## src/rtl/seq_alu.sv

```systemverilog
// seq_alu: handshaked ALU with one-cycle logic/arith/shift ops and iterative unsigned MUL/DIVU/REMU.
// Define SEQ_ALU_DIV_EN to build the restoring divider (DIVU/REMU); otherwise those codes act as unknown ops.
module seq_alu #(
  parameter int WIDTH = 32,
  parameter int SHW   = $clog2(WIDTH)
) (
  input  logic             clk,
  input  logic             rst_n,
  input  logic             in_valid,
  output logic             in_ready,
  input  logic [3:0]       ALU_control,
  input  logic [WIDTH-1:0] src1,
  input  logic [WIDTH-1:0] src2,
  output logic             out_valid,
  input  logic             out_ready,
  output logic [WIDTH-1:0] result,
  output logic             zero,
  output logic             cout,
  output logic             overflow,
  output logic             div0
);

  // Handshake: a request transfers on a rising clk edge with in_valid && in_ready; a result
  // transfers on a rising edge with out_valid && out_ready. Both sides hold their payload until then.

  localparam logic [3:0] OP_AND = 4'b0000;
  localparam logic [3:0] OP_OR  = 4'b0001;
  localparam logic [3:0] OP_ADD = 4'b0010;
  localparam logic [3:0] OP_XOR = 4'b0011;
  localparam logic [3:0] OP_SLL = 4'b0100;
  localparam logic [3:0] OP_SRA = 4'b0101;
  localparam logic [3:0] OP_SUB = 4'b0110;
  localparam logic [3:0] OP_SLT = 4'b0111;
  localparam logic [3:0] OP_SRL = 4'b1000;
  localparam logic [3:0] OP_MUL = 4'b1001;
  localparam logic [3:0] OP_NOR = 4'b1100;
`ifdef SEQ_ALU_DIV_EN
  localparam logic [3:0] OP_DIVU = 4'b1010;
  localparam logic [3:0] OP_REMU = 4'b1011;
`endif

  localparam logic [SHW-1:0] LAST_ITER = SHW'(WIDTH - 1);

`ifdef SEQ_ALU_DIV_EN
  typedef enum logic [1:0] {S_IDLE, S_MUL, S_DIV, S_DONE} state_t;
`else
  typedef enum logic [1:0] {S_IDLE, S_MUL, S_DONE} state_t;
`endif

  state_t           state;
  logic [WIDTH-1:0] result_q;
  logic             zero_q;
  logic             cout_q;
  logic             ovf_q;
  logic [WIDTH-1:0] op_a;
  logic [WIDTH-1:0] op_b;
  logic [WIDTH-1:0] acc;
  logic [SHW-1:0]   cnt;

  logic [SHW-1:0]   shamt;
  logic             sub;
  logic [WIDTH-1:0] b_in;
  logic [WIDTH:0]   add_full;
  logic [WIDTH-1:0] low_sum;
  logic [WIDTH-1:0] alu_res;
  logic             alu_cout;
  logic             alu_ovf;
  logic [WIDTH-1:0] mul_acc_next;

`ifdef SEQ_ALU_DIV_EN
  logic             div0_q;
  logic             is_rem;
  logic [WIDTH-1:0] rem;
  logic             is_div_op;
  logic [WIDTH:0]   rem_shift;
  logic [WIDTH:0]   trial;
  logic             ge;
  logic [WIDTH-1:0] div_rem_next;
  logic [WIDTH-1:0] div_quo_next;
`endif

  // Single-cycle datapath; also supplies the divide-by-zero results.
  always_comb begin
    shamt    = src2[SHW-1:0];
    sub      = (ALU_control == OP_SUB);
    b_in     = sub ? ~src2 : src2;
    add_full = {1'b0, src1} + {1'b0, b_in} + {{WIDTH{1'b0}}, sub};
    // Carry into the MSB, from the low WIDTH-1 bits alone.
    low_sum  = {1'b0, src1[WIDTH-2:0]} + {1'b0, b_in[WIDTH-2:0]} + {{(WIDTH-1){1'b0}}, sub};
    alu_res  = '0;
    alu_cout = 1'b0;
    alu_ovf  = 1'b0;
    case (ALU_control)
      OP_AND: alu_res = src1 & src2;
      OP_OR:  alu_res = src1 | src2;
      OP_XOR: alu_res = src1 ^ src2;
      OP_NOR: alu_res = ~(src1 | src2);
      OP_ADD, OP_SUB: begin
        alu_res  = add_full[WIDTH-1:0];
        alu_cout = add_full[WIDTH];
        alu_ovf  = low_sum[WIDTH-1] ^ add_full[WIDTH];
      end
      OP_SLT: alu_res = {{(WIDTH-1){1'b0}}, ($signed(src1) < $signed(src2))};
      OP_SLL: alu_res = src1 << shamt;
      OP_SRL: alu_res = src1 >> shamt;
      OP_SRA: alu_res = $signed(src1) >>> shamt;
`ifdef SEQ_ALU_DIV_EN
      OP_DIVU: alu_res = '1;
      OP_REMU: alu_res = src1;
`endif
      default: alu_res = '0;
    endcase
    mul_acc_next = op_b[0] ? (acc + op_a) : acc;
  end

`ifdef SEQ_ALU_DIV_EN
  // One restoring step: shift the next dividend bit into the remainder, subtract if it fits.
  always_comb begin
    is_div_op    = (ALU_control == OP_DIVU) || (ALU_control == OP_REMU);
    rem_shift    = {rem, op_a[WIDTH-1]};
    trial        = rem_shift - {1'b0, op_b};
    ge           = ~trial[WIDTH];
    div_rem_next = ge ? trial[WIDTH-1:0] : rem_shift[WIDTH-1:0];
    div_quo_next = {op_a[WIDTH-2:0], ge};
  end
`endif

  always_ff @(posedge clk or negedge rst_n) begin
    if (!rst_n) begin
      state    <= S_IDLE;
      result_q <= '0;
      zero_q   <= 1'b0;
      cout_q   <= 1'b0;
      ovf_q    <= 1'b0;
      op_a     <= '0;
      op_b     <= '0;
      acc      <= '0;
      cnt      <= '0;
`ifdef SEQ_ALU_DIV_EN
      div0_q   <= 1'b0;
      is_rem   <= 1'b0;
      rem      <= '0;
`endif
    end else begin
      case (state)
        S_IDLE: begin
          if (in_valid) begin
            cout_q <= 1'b0;
            ovf_q  <= 1'b0;
            op_a   <= src1;
            op_b   <= src2;
            acc    <= '0;
            cnt    <= '0;
`ifdef SEQ_ALU_DIV_EN
            div0_q <= 1'b0;
            rem    <= '0;
            is_rem <= (ALU_control == OP_REMU);
`endif
            if (ALU_control == OP_MUL) begin
              state <= S_MUL;
`ifdef SEQ_ALU_DIV_EN
            end else if (is_div_op && (src2 != '0)) begin
              state <= S_DIV;
`endif
            end else begin
              result_q <= alu_res;
              zero_q   <= (alu_res == '0);
              cout_q   <= alu_cout;
              ovf_q    <= alu_ovf;
`ifdef SEQ_ALU_DIV_EN
              div0_q   <= is_div_op;
`endif
              state    <= S_DONE;
            end
          end
        end
        S_MUL: begin
          acc  <= mul_acc_next;
          op_a <= op_a << 1;
          op_b <= op_b >> 1;
          cnt  <= cnt + SHW'(1);
          if (cnt == LAST_ITER) begin
            result_q <= mul_acc_next;
            zero_q   <= (mul_acc_next == '0);
            state    <= S_DONE;
          end
        end
`ifdef SEQ_ALU_DIV_EN
        S_DIV: begin
          rem  <= div_rem_next;
          op_a <= div_quo_next;
          cnt  <= cnt + SHW'(1);
          if (cnt == LAST_ITER) begin
            result_q <= is_rem ? div_rem_next : div_quo_next;
            zero_q   <= is_rem ? (div_rem_next == '0) : (div_quo_next == '0);
            state    <= S_DONE;
          end
        end
`endif
        S_DONE: begin
          if (out_ready) state <= S_IDLE;
        end
        default: state <= S_IDLE;
      endcase
    end
  end

  // in_ready must read 0 while reset is held, even though the FSM already sits in IDLE.
  assign in_ready  = rst_n && (state == S_IDLE);
  assign out_valid = (state == S_DONE);
  assign result    = result_q;
  assign zero      = zero_q;
  assign cout      = cout_q;
  assign overflow  = ovf_q;
`ifdef SEQ_ALU_DIV_EN
  assign div0      = div0_q;
`else
  assign div0      = 1'b0;
`endif

endmodule

```

## config.mk

```make
export PLATFORM = sky130hd
export DESIGN_NAME = seq_alu
export DESIGN_NICKNAME = d
export VERILOG_FILES = /design/src/rtl/seq_alu.sv
export SDC_FILE = /design/constraint.sdc
export NUM_CORES = 1
export LEC_CHECK = 0
export ABC_AREA = 0
export CORE_UTILIZATION = 40
export CTS_CLUSTER_SIZE = 10
export DETAILED_ROUTE_END_ITERATION = 16
export PLACE_DENSITY_LB_ADDON = 0.2
export SETUP_SLACK_MARGIN = 0.3
export SLEW_MARGIN = 0
export SYNTH_ARGS = -nofsm -noshare
export SYNTH_HDL_FRONTEND = slang
export SYNTH_SLANG_ARGS = --single-unit
```

## constraint.sdc

```tcl
create_clock -name clk -period 3.3 [get_ports clk]
set_input_delay 0.66 -clock clk [delete_from_list [all_inputs] [get_ports clk]]
set_output_delay 0.66 -clock clk [all_outputs]
set_load 0.005 [all_outputs]
```

; ---- Word-level counts from Yosys, hierarchy flattened
; Index checks and enable logic that the tools add are counted.
[word_totals]
regBits = 138
latch_bits = 0
ram_bits = 0
mem_bits_ro = 0
input_bits = 72
output_inout_bits = 38
n_memories = 0
[op_classes]
add_sub_neg = 6
n_mul = 0
div = 0
order_cmp = 1
eq_ne = 17
n_shift = 3
n_mux = 28
bitwise = 6
reduce_logical = 11
[op_table]
columns = op, count
row1 = case mux 32 bit (9 select lines), 1
row2 = 2-to-1 mux 32 bit, 8
row3 = case mux 32 bit (2 select lines), 4
row4 = logical NOT 32 bit, 2
row5 = NOT 32 bit, 2
row6 = adder 32 x 32 -> 33 bit, 1
row7 = adder 33 x 1 -> 33 bit, 1
row8 = adder 31 x 31 -> 32 bit, 1
row9 = adder 32 x 1 -> 32 bit, 1
row10 = adder 32 bit, 1
row11 = AND 32 bit, 1
row12 = < comparator 32 bit, 1
row13 = bitwise OR 32 bit, 1
row14 = left shift 32 x 5 -> 32 bit, 1
row15 = right shift 32 x 5 -> 32 bit, 1
row16 = >>> shifter 32 x 5 -> 32 bit, 1
row17 = XOR 32 bit, 1
row18 = == test 4 x 3 -> 1 bit (second input constant), 4
row19 = == test 4 bit (second input constant), 3
row20 = case mux 5 bit (2 select lines), 1
row21 = == test 4 x 2 -> 1 bit (second input constant), 2
row22 = 2-to-1 mux 2 bit, 4
row23 = 2-to-1 mux 1 bit, 7
row24 = != test 2 bit (second input constant), 3
row25 = other kinds (18), 19

; ---- Logic depth before layout (Yosys ltp)
; Gate-level depths: netlist of the first run.
[logic_depth]
depth_word = 9
depth_mapped = 18
ltp_nobuf = 15

; ---- Worst setup path after synthesis of the first run
; OpenSTA, ideal clock, no wires.
[synth_timing]
path_type = input -> register
startpoint = input ALU_control[0]
endpoint = register zero_q (netlist: zero)
setup_ns = 0.065
t_arrival_ns = 4.556
slack_ns = -1.320
stages = 17
path_buffers = 3
path_cell_list = buf_6 > nor4bb_1 > buf_2 > buf_1 > mux2i_1 > fa_1 > nand3b_1 > a211oi_1 > nor2_1 > o2111ai_1 > a31oi_1 > a21o_1 > mux2i_1 > a211o_1 > or3b_1 > nor4_1 > a211o_1
[synth_via]
elab_chain_len = 9
[synth_rtl]
columns = item, line_no
row1 = "start, declared", 11  ; input logic [3:0] ALU_control,
row2 = == test 4 x 3 -> 1 bit, "85, 93"
row3 = 2-to-1 mux 32 bit, 86  ; b_in = sub ? ~src2 : src2;
row4 = adder 32 x 32 -> 33 bit, 87  ; add_full = {1'b0, src1} + {1'b0, b_in} + {{WIDTH{1'b0}}, sub};
row5 = adder 33 x 1 -> 33 bit, 87
row6 = case mux 32 bit (9 select lines), 93  ; case (ALU_control)
row7 = logical NOT 32 bit, 167  ; zero_q <= (alu_res == '0);
row8 = 2-to-1 mux 1 bit, 159  ; if (ALU_control == OP_MUL) begin
row9 = 2-to-1 mux 1 bit, 147  ; if (in_valid) begin
row10 = case mux 1 bit (2 select lines), 145  ; case (state)
row11 = "end signal, assigned", 167
row12 = "end signal, assigned", 184  ; zero_q <= (mul_acc_next == '0);
row13 = "end, declared", 52  ; logic zero_q;
; Several ways; a longest one is shown, not always the timed one. The select of a mux whose other input is x is not followed.
; A chain may end at the register's enable or synchronous reset.

; ---- Final worst setup path of the first run
; Ends and elaborated chain as after synthesis.

==> results of run 1 <==
==> stage by stage <==
stage	worst slack, ns	area, um^2	instances	power (mW)	setup TNS, ns
6_report	-0.823	28800	3707	11.6	-10.34
5_1_grt	-0.940	28800	3706	12.2	-13.29
4_1_cts	-0.675	27300	3651	11.1	-7.16
3_5_place_dp	-1.88	25400	3592	8.46	-42.48
3_3_place_gp	-1.80	25400	3592	8.38	-39.14
2_1_floorplan	-0.695	18000	2286	5.23	-4.67
==> synthesized netlist by cell type, types with 12 or more instances <==
cell | count | area (um^2)
buf_1 | 20 | 75.1
nor2b_1 | 14 | 87.6
buf_2 | 28 | 140
dfrtp_1 | 138 | 3450
ha_1 | 169 | 2110
o21a_1 | 17 | 128
a22oi_1 | 15 | 113
mux2_2 | 12 | 135
clkbuf_1 | 126 | 473
nand2_1 | 330 | 1240
nand3_1 | 67 | 335
a21oi_1 | 135 | 676
mux4_2 | 60 | 1350
xor2_1 | 20 | 175
nand4_1 | 27 | 169
nor3_1 | 49 | 245
mux2i_1 | 71 | 711
inv_1 | 84 | 315
a21o_1 | 25 | 188
o211ai_1 | 28 | 210
nor2_1 | 244 | 916
o221ai_1 | 12 | 105
a221oi_1 | 15 | 131
and2_1 | 18 | 113
a31oi_1 | 74 | 463
xnor2_1 | 53 | 464
o21ai_0 | 139 | 696
a211oi_1 | 36 | 270
nor4_1 | 14 | 87.6
nand2b_1 | 15 | 93.8
==> cell families (layout without fill, tap and decap cells) <==
| kind of cell | count (synthesis) | in the layout | synth area share, % |
|---|---|---|---|
| AND/OR/NAND/NOR | 842 | 842 | 21.4 |
| AO/OA/AOI/OAI | 636 | 636 | 23.9 |
| buffers and inverters | 276 | 1108 | 6.48 |
| adder cells (fa/ha/maj) | 171 | 171 | 12.1 |
| multiplexers | 149 | 149 | 13.1 |
| flip-flops | 138 | 138 | 19.4 |
| XOR/XNOR | 73 | 73 | 3.59 |
| other | 1 | 5 | 0.0211 |
==> final timing paths <==
check / start / endpoint / slack, ns
max in group asynchronous: rst_n / op_b[31]$_DFFE_PN0P_ / 2.31
hold / removal: rst_n / op_a[19]$_DFFE_PN0P_ / 0.33
setup reg to reg: op_a[0]$_DFFE_PN0P_ / zero$_DFFE_PN0P_ / -0.61
min in group clk: result[3]$_DFFE_PN0P_ / result[3]$_DFFE_PN0P_ / 0.47
setup / recovery: ALU_control[0] / zero$_DFFE_PN0P_ / -0.82
hold reg to reg: result[3]$_DFFE_PN0P_ / result[3]$_DFFE_PN0P_ / 0.47
==> worst max-delay path: stages <==
cell	delay (ns)
buf_8	0.10
nor4bb_4	0.28
buf_4	0.18
buf_6	0.11
xnor2_4	0.11
inv_2	0.05
fa_2	0.34
nand3b_1	0.24
buf_4	0.19
a211oi_4	0.22
buf_4	0.17
nor2_4	0.05
o2111ai_4	0.30
a31oi_4	0.16
a21o_1	0.22
mux2i_1	0.14
a211o_1	0.30
or3b_1	0.37
nor4_2	0.18
a211o_1	0.16
==> where the power goes <==
group | switching [mW] | internal [mW]
clock | 1.03 | 1.16
sequential | 0.343 | 2.14
combinational | 3.46 | 3.46
total | 4.84 | 6.76
==> routing by layer <==
metal / wire [um] / vias up / track usage [%]
li1: - / 10000 / -
met1: 37100 / 10800 / 50.7
met2: 42600 / 996 / 65.0
met3: 6720 / 236 / 6.27
met4: 5120 / 0 / 21.9
met5: 0 / - / 0
==> cell type report <==
cell class | instances | area [um^2] | share of cell area [%]
multi-input cells | 1872 | 15400 | 53.4
repair buffers | 989 | 8260 | 28.7
flip-flops and latches | 138 | 3460 | 12.0
well taps | 585 | 732 | 2.54
clock buffers | 17 | 425 | 1.48
inverters | 87 | 328 | 1.14
clock inverters | 15 | 199 | 0.691
diodes | 4 | 10.0 | 0.0348
==> sequential cells by signal, summed over array words and instances (netlist names) <==
| signal | flops |
|---|---|
| op_b | 32 |
| state | 2 |
| overflow | 1 |
| zero | 1 |
| result | 32 |
| acc | 32 |
| cnt | 5 |
| op_a | 32 |
| cout | 1 |
==> what timing repair did <==
item / 4_1_cts / 5_1_grt
pin swaps: 85 / 133
resized for setup: 273 / 235
buffers inserted: 27 / 52
hold endpoints to repair: 0 / 0
setup endpoints to repair: 46 / 48
==> results by group, run 1 <==
Power and ir drop
  • Leak: 13.3 nW
  • Max VDD drop: 408 uV
  • Cell Pwr Density: 403 mW/mm^2

Routing
  • DRT Pass-1 Iters: 6
  • Via count: 22,100
  • Routed len/inst: 24.7 um
  • DRT iter0 DRCs: 2,221
  • Vias per std cell: 5.95
  • Drc violations: 0
  • Final ANT Viol Nets: 0
  • Routed wire length: 91,600 um

Floorplanning
  • Die Ht: 213 um
  • Die width: 213 um
  • Starting density of the core: 41.0%
  • Top Ports: 110
  • Row cnt: 76
  • DIE AREA: 0.0454 mm^2
  • Core Region: 0.0435 mm^2

Cells and area
  • Most frequent cells in the layout: buf_4 (794), nand2_1 (302), nor2_1 (229), ha_1 (139), dfrtp_1 (136)
  • # fillers: 3,737
  • P&R area growth vs syn: 61.6%
  • Most common cell after layout, fill and taps aside: buf_4
  • # nets final: 3,348
  • Ratio of cells with drive above 1 in the final layout: 42.7%
  • Core Util, Final: 66.2%

Setup path
  • Critical path class: in -> reg
  • CP endpoint kind: flop
  • Crit start category: input port
  • WP data required: 3.73 ns
  • CP arrival: 4.56 ns
  • R2r worst-path depth: 15
  • Critical-path maximum fanout: 3

Place
  • I/O Buffers: 108
  • Routability cong.: 1.07
  • Detailed placer's ending HPWL: 72,000 um

CTS
  • Htree depth: 4
  • Hold_buf cts: 0
  • CTS sink cnt: 138
  • Worst skew pair latency: 0.49 ns
  • Max clock buf depth: 2
  • CTS clock-pin slew for the worst setup and hold paths: 0.09 ns
  • CTS tree: yes
  • TritonCTS Buffers: 17
  • Clock Tree Root: clkbuf_16

Timing
  • Slew margin rel.: 24.5%
  • Clock skew: 0.0161 ns
  • Period minus WS final: 4.12 ns
  • Max Fclk: 243 MHz
  • Worst Max-Slew Pin Slew: 1.12 ns
  • Slew Viols, Final: 0
  • RSZ-0062 raised after global routing: true
  • Hold Slack: 0.326 ns
  • Fin. Hold Viols: 0
  • Final setup violation count: 26
  • Final worst slack: -0.823 ns
  • Final Cycle Share: 125%

Synthesis
  • Syn Area/Cell: 7.79 um^2
  • Synthesized area: 0.0178 mm^2
  • Post-synth ARST share: 100%
  • FF+latch count, synth: 138
  • Mapped Nets: 2,529
  • Post-Synthesis Cells: 2,286
  • EDFF count, synth: 0
  • Yosys warnings: 0
  • Netlist cell types: 99
  • Most common flop cell mapped by yosys: dfrtp_1
  • Sequential area share after synthesis: 19.4%

Worst hold path
  • Hold Path Class: in -> async

GRT
  • First-pass GRT wire length: 133,000 um
  • Largest net degree at the start of global routing: 77
  • Grt ovf: 0
  • Antenna violations before repair: 4
  • Vias in the first global route: 21,700
  • Overall Global Routing Usage: 40.0%

Run status
  • Outcome: finished, violations left
  • Failing checks: negative setup slack

Flow run
  • Max-cap viol count: 0
No activity file was read; power rests on OpenSTA's default activity.
==> inputs of run 2 (changes only) <==
--- a/config.mk
+++ b/config.mk
@@ -9,9 +9,9 @@
 export CORE_UTILIZATION = 40
 export CTS_CLUSTER_SIZE = 10
 export DETAILED_ROUTE_END_ITERATION = 16
+export HOLD_SLACK_MARGIN = 0.03
 export PLACE_DENSITY_LB_ADDON = 0.2
 export SETUP_SLACK_MARGIN = 0.3
-export SLEW_MARGIN = 0
 export SYNTH_ARGS = -nofsm -noshare
 export SYNTH_HDL_FRONTEND = slang
 export SYNTH_SLANG_ARGS = --single-unit
==> results of run 2 <==
Same layout as run 1: the final DEF is identical, and so are final timing and power.
==> inputs of run 3 (changes only) <==
--- a/config.mk
+++ b/config.mk
@@ -9,6 +9,7 @@
 export CORE_UTILIZATION = 40
 export CTS_CLUSTER_SIZE = 10
 export DETAILED_ROUTE_END_ITERATION = 16
+export GPL_TIMING_DRIVEN = 0
 export HOLD_SLACK_MARGIN = 0.03
 export PLACE_DENSITY_LB_ADDON = 0.2
 export SETUP_SLACK_MARGIN = 0.3
==> run 3 against run 2 <==
The flow still finishes with violations (negative setup slack). Fmax shrank 4.3%. Via count decreased by 3.8%. Non-clock buffer count decreased by 578. Register-to-register slack got worse by 0.21 ns. Clock power is essentially flat. Critical endpoint unchanged. Largest power group unchanged. Highest routed layer unchanged.
==> results by group, run 3 (synthesized netlist as in run 1, its figures left out) <==
Power and ir drop
  • Switching Fraction: 44.5% (+2.8 points)
  • Leak: 10.1 nW (-24%)
  • Total power: 10.6 mW (-8.4%)
  • Switching power: 4.73 mW (-2.2%)
  • Clk network pwr share: 20.9% (+2.0 points)
  • Max VDD drop: 320 uV (-22%)
  • Cell Pwr Density: 440 mW/mm^2 (+9.1%)
  • Comb power frac: 54.9% (-4.8 points)
  • Sequential share of power: 24.2% (+2.8 points)
  • Internal Pwr Total: 5.90 mW (-13%)

GRT
  • Vias in the first global route: 19,700 (-9.6%)
  • Largest net degree at the start of global routing: 96 (+25%)
  • Grt ovf: 0 (unchanged)
  • Overall Global Routing Usage: 43.8% (+3.8 points)
  • First-pass GRT wire length: 141,000 um (+5.9%)
  • Antenna violations before repair: 2 (-2)

Setup path
  • Crit path launch: src2[3]
  • CP Depth: 18 (-10%)
  • Worst setup path end: zero$_DFFE_PN0P_
  • Max incr delay on CP: 0.40 ns (+0.03 ns)
  • WP data required: 3.69 ns (-0.04 ns)
  • Critical path class: in -> reg
  • Critical-path maximum fanout: 11 (+8)
  • Crit-path slowest cell: nor3_4
  • CP bufs+invs: 5 (-1)
  • CP arrival: 4.70 ns (+0.14 ns)
  • CP endpoint kind: flop
  • Crit-path cells: clkdlybuf4s15_2 > buf_8 > clkinv_8 > clkbuf_16 > buf_8 > xnor2_4 > ha_4 > a21oi_4 > nand2_2 > nor4b_1 > nor3_4 > nand4_1 > nor4_2 > nand4_1 > nor3_4 > nand4b_1 > nor4_2 > a211o_1
  • R2r worst-path depth: 13 (-2)
  • RR Startpoint: op_a[26]$_DFFE_PN0P_
  • Reg2reg end: zero$_DFFE_PN0P_
  • Crit start category: input port
  • Worst R2R Setup Slack: -0.82 ns (-0.21 ns)
  • Top Family by Delay on Critical Path: simple AND/OR/NAND/NOR gates

CTS
  • Worst skew pair latency: 0.45 ns (-0.04 ns)
  • Htree depth: 4 (unchanged)
  • Hold_buf cts: 0 (unchanged)
  • Clock Tree Root: clkbuf_16
  • CTS sink cnt: 138 (unchanged)
  • CTS tree: yes
  • CTS clock-pin slew for the worst setup and hold paths: 0.06 ns (-0.03 ns)
  • Max clock buf depth: 2 (unchanged)
  • TritonCTS Buffers: 17 (unchanged)

Timing
  • Clock skew: 0.0145 ns (-0.00167 ns)
  • Slew Viols, Final: 0 (unchanged)
  • Slew margin rel.: 16.7% (-7.8 points)
  • Setup_tns: -10.08 ns (+0.264 ns)
  • Worst Max-Slew Pin Slew: 1.23 ns (+0.117 ns)
  • Final Cycle Share: 131% (+5.6 points)
  • Final setup violation count: 27 (+3.8%)
  • RSZ-0062 raised after global routing: true
  • Period minus WS final: 4.31 ns (+0.185 ns)
  • Final worst slack: -1.01 ns (-0.185 ns)
  • Fin. Hold Viols: 0 (unchanged)
  • Max Fclk: 232 MHz (-4.3%)

Place
  • DP Area: 0.0199 mm^2 (-22%)
  • Detailed placer's ending HPWL: 76,900 um (+6.9%)
  • Routability cong.: 1.13 (+5.8%)
  • I/O Buffers: 107 (-0.93%)

Floorplanning
  • Row cnt: 76 (unchanged)
  • Core Region: 0.0435 mm^2 (unchanged)
  • DIE AREA: 0.0454 mm^2 (unchanged)
  • Die Ht: 213 um (unchanged)
  • Die width: 213 um (unchanged)
  • Top Ports: 110 (unchanged)
  • Starting density of the core: 41.0% (unchanged)

Cells and area
  • # nets final: 2,770 (-17%)
  • Most common cell after layout, fill and taps aside: nand2_1
  • Ratio of cells with drive above 1 in the final layout: 27.0% (-16 points)
  • Most frequent cells in the layout: nand2_1 (311), nor2_1 (230), ha_1 (139), dfrtp_1 (132), o21ai_0 (97)
  • Design area: 0.0242 mm^2 (-16%)
  • P&R area growth vs syn: 35.7%
  • Core Util, Final: 55.6% (-11 points)
  • # fillers: 3,963 (+6.0%)

Routing
  • Final ANT Viol Nets: 0 (unchanged)
  • Drc violations: 0 (unchanged)
  • Routed wire length: 100,000 um (+9.7%)
  • Routed len/inst: 32.1 um (+30%)
  • DRT Pass-1 Iters: 5 (-1)
  • Vias per std cell: 6.79 (+14%)
  • DRT iter0 DRCs: 2,727 (+23%)
  • Via count: 21,200 (-3.8%)

Run status
  • Outcome: finished, violations left
  • Failing checks: negative setup slack

Worst hold path
  • Hold Path Class: in -> async

Flow run
  • Max-cap viol count: 0 (unchanged)
run 3: changes by cell type in the layout (fill, tap and decap cells not counted), moves of 11 or more:
cell,change
clkdlybuf4s15_2,+11
buf_2,+24
buf_4,-700
buf_12,-13
clkbuf_2,+21
clkbuf_1,+75
buf_6,-27
clkbuf_8,+16
dlymetal6s2s_1,-13
buf_1,+12
run 3: area by class of cell:
type                            count  area (um^2)  area share (%)
Clock inverter                     15          236           0.979
Sequential cell                   138         3460            14.3
Timing Repair Buffer              222         2040            8.44
Clock buffer                       17          425            1.76
Multi-Input combinational cell   1872        15500            64.2
Tap cell                          585          732            3.03
Antenna cell                        1         2.50          0.0104
Buffer                            189         1390            5.76
Inverter                           87          358            1.48
run 3: worst min path at each step:
stage / startpoint / to / cells past startpoint / slack, ns
after global routing: rst_n / result[2]$_DFFE_PN0P_ / 1 / 0.18
after CTS: rst_n / result[2]$_DFFE_PN0P_ / 1 / 0.14
after global placement: result[3]$_DFFE_PN0P_ / result[3]$_DFFE_PN0P_ / 2 / 0.46
after detailed placement: result[3]$_DFFE_PN0P_ / result[3]$_DFFE_PN0P_ / 2 / 0.46
after floorplan: rst_n / acc[0]$_DFFE_PN0P_ / 0 / 0.36
final: rst_n / result[2]$_DFFE_PN0P_ / 1 / 0.15
run 3: through the flow:
stage                     cells  hold slack (ns)  setup slack, ns
after floorplan            2286            0.364           -0.695
after global placement     2978            0.457            -4.27
after detailed placement   2980            0.465            -3.20
after CTS                  3095            0.144           -0.866
after global routing       3126            0.183            -1.05
final                      3126            0.148            -1.01
run 3: repair_timing:
| action | 4_1_cts | 5_1_grt |
|---|---|---|
| resized for setup | 573 | 186 |
| pin swaps | 99 | 95 |
| setup endpoints to repair | 53 | 48 |
| gates cloned | 0 | 1 |
| setup buffers | 83 | 29 |
run 3: routing by layer:
layer  wire length, um  global-route usage (%)  share of wire [%]
met1             38300                    55.7                 38
met2             42700                    66.2                 42
met3             12100                    13.1                 12
met4              7370                    23.9                7.3
met5                 0                   0.445                  0
run 3: power groups by stage:
stage	sequential [mW]	clock (mW)	combinational [mW]
5_1_grt	2.61	2.28	6.14
3_5_place_dp	2.56	0	4.54
4_1_cts	2.54	2.22	5.31
6_report	2.57	2.22	5.83
3_3_place_gp	2.55	0	4.50
2_1_floorplan	2.42	0	2.81
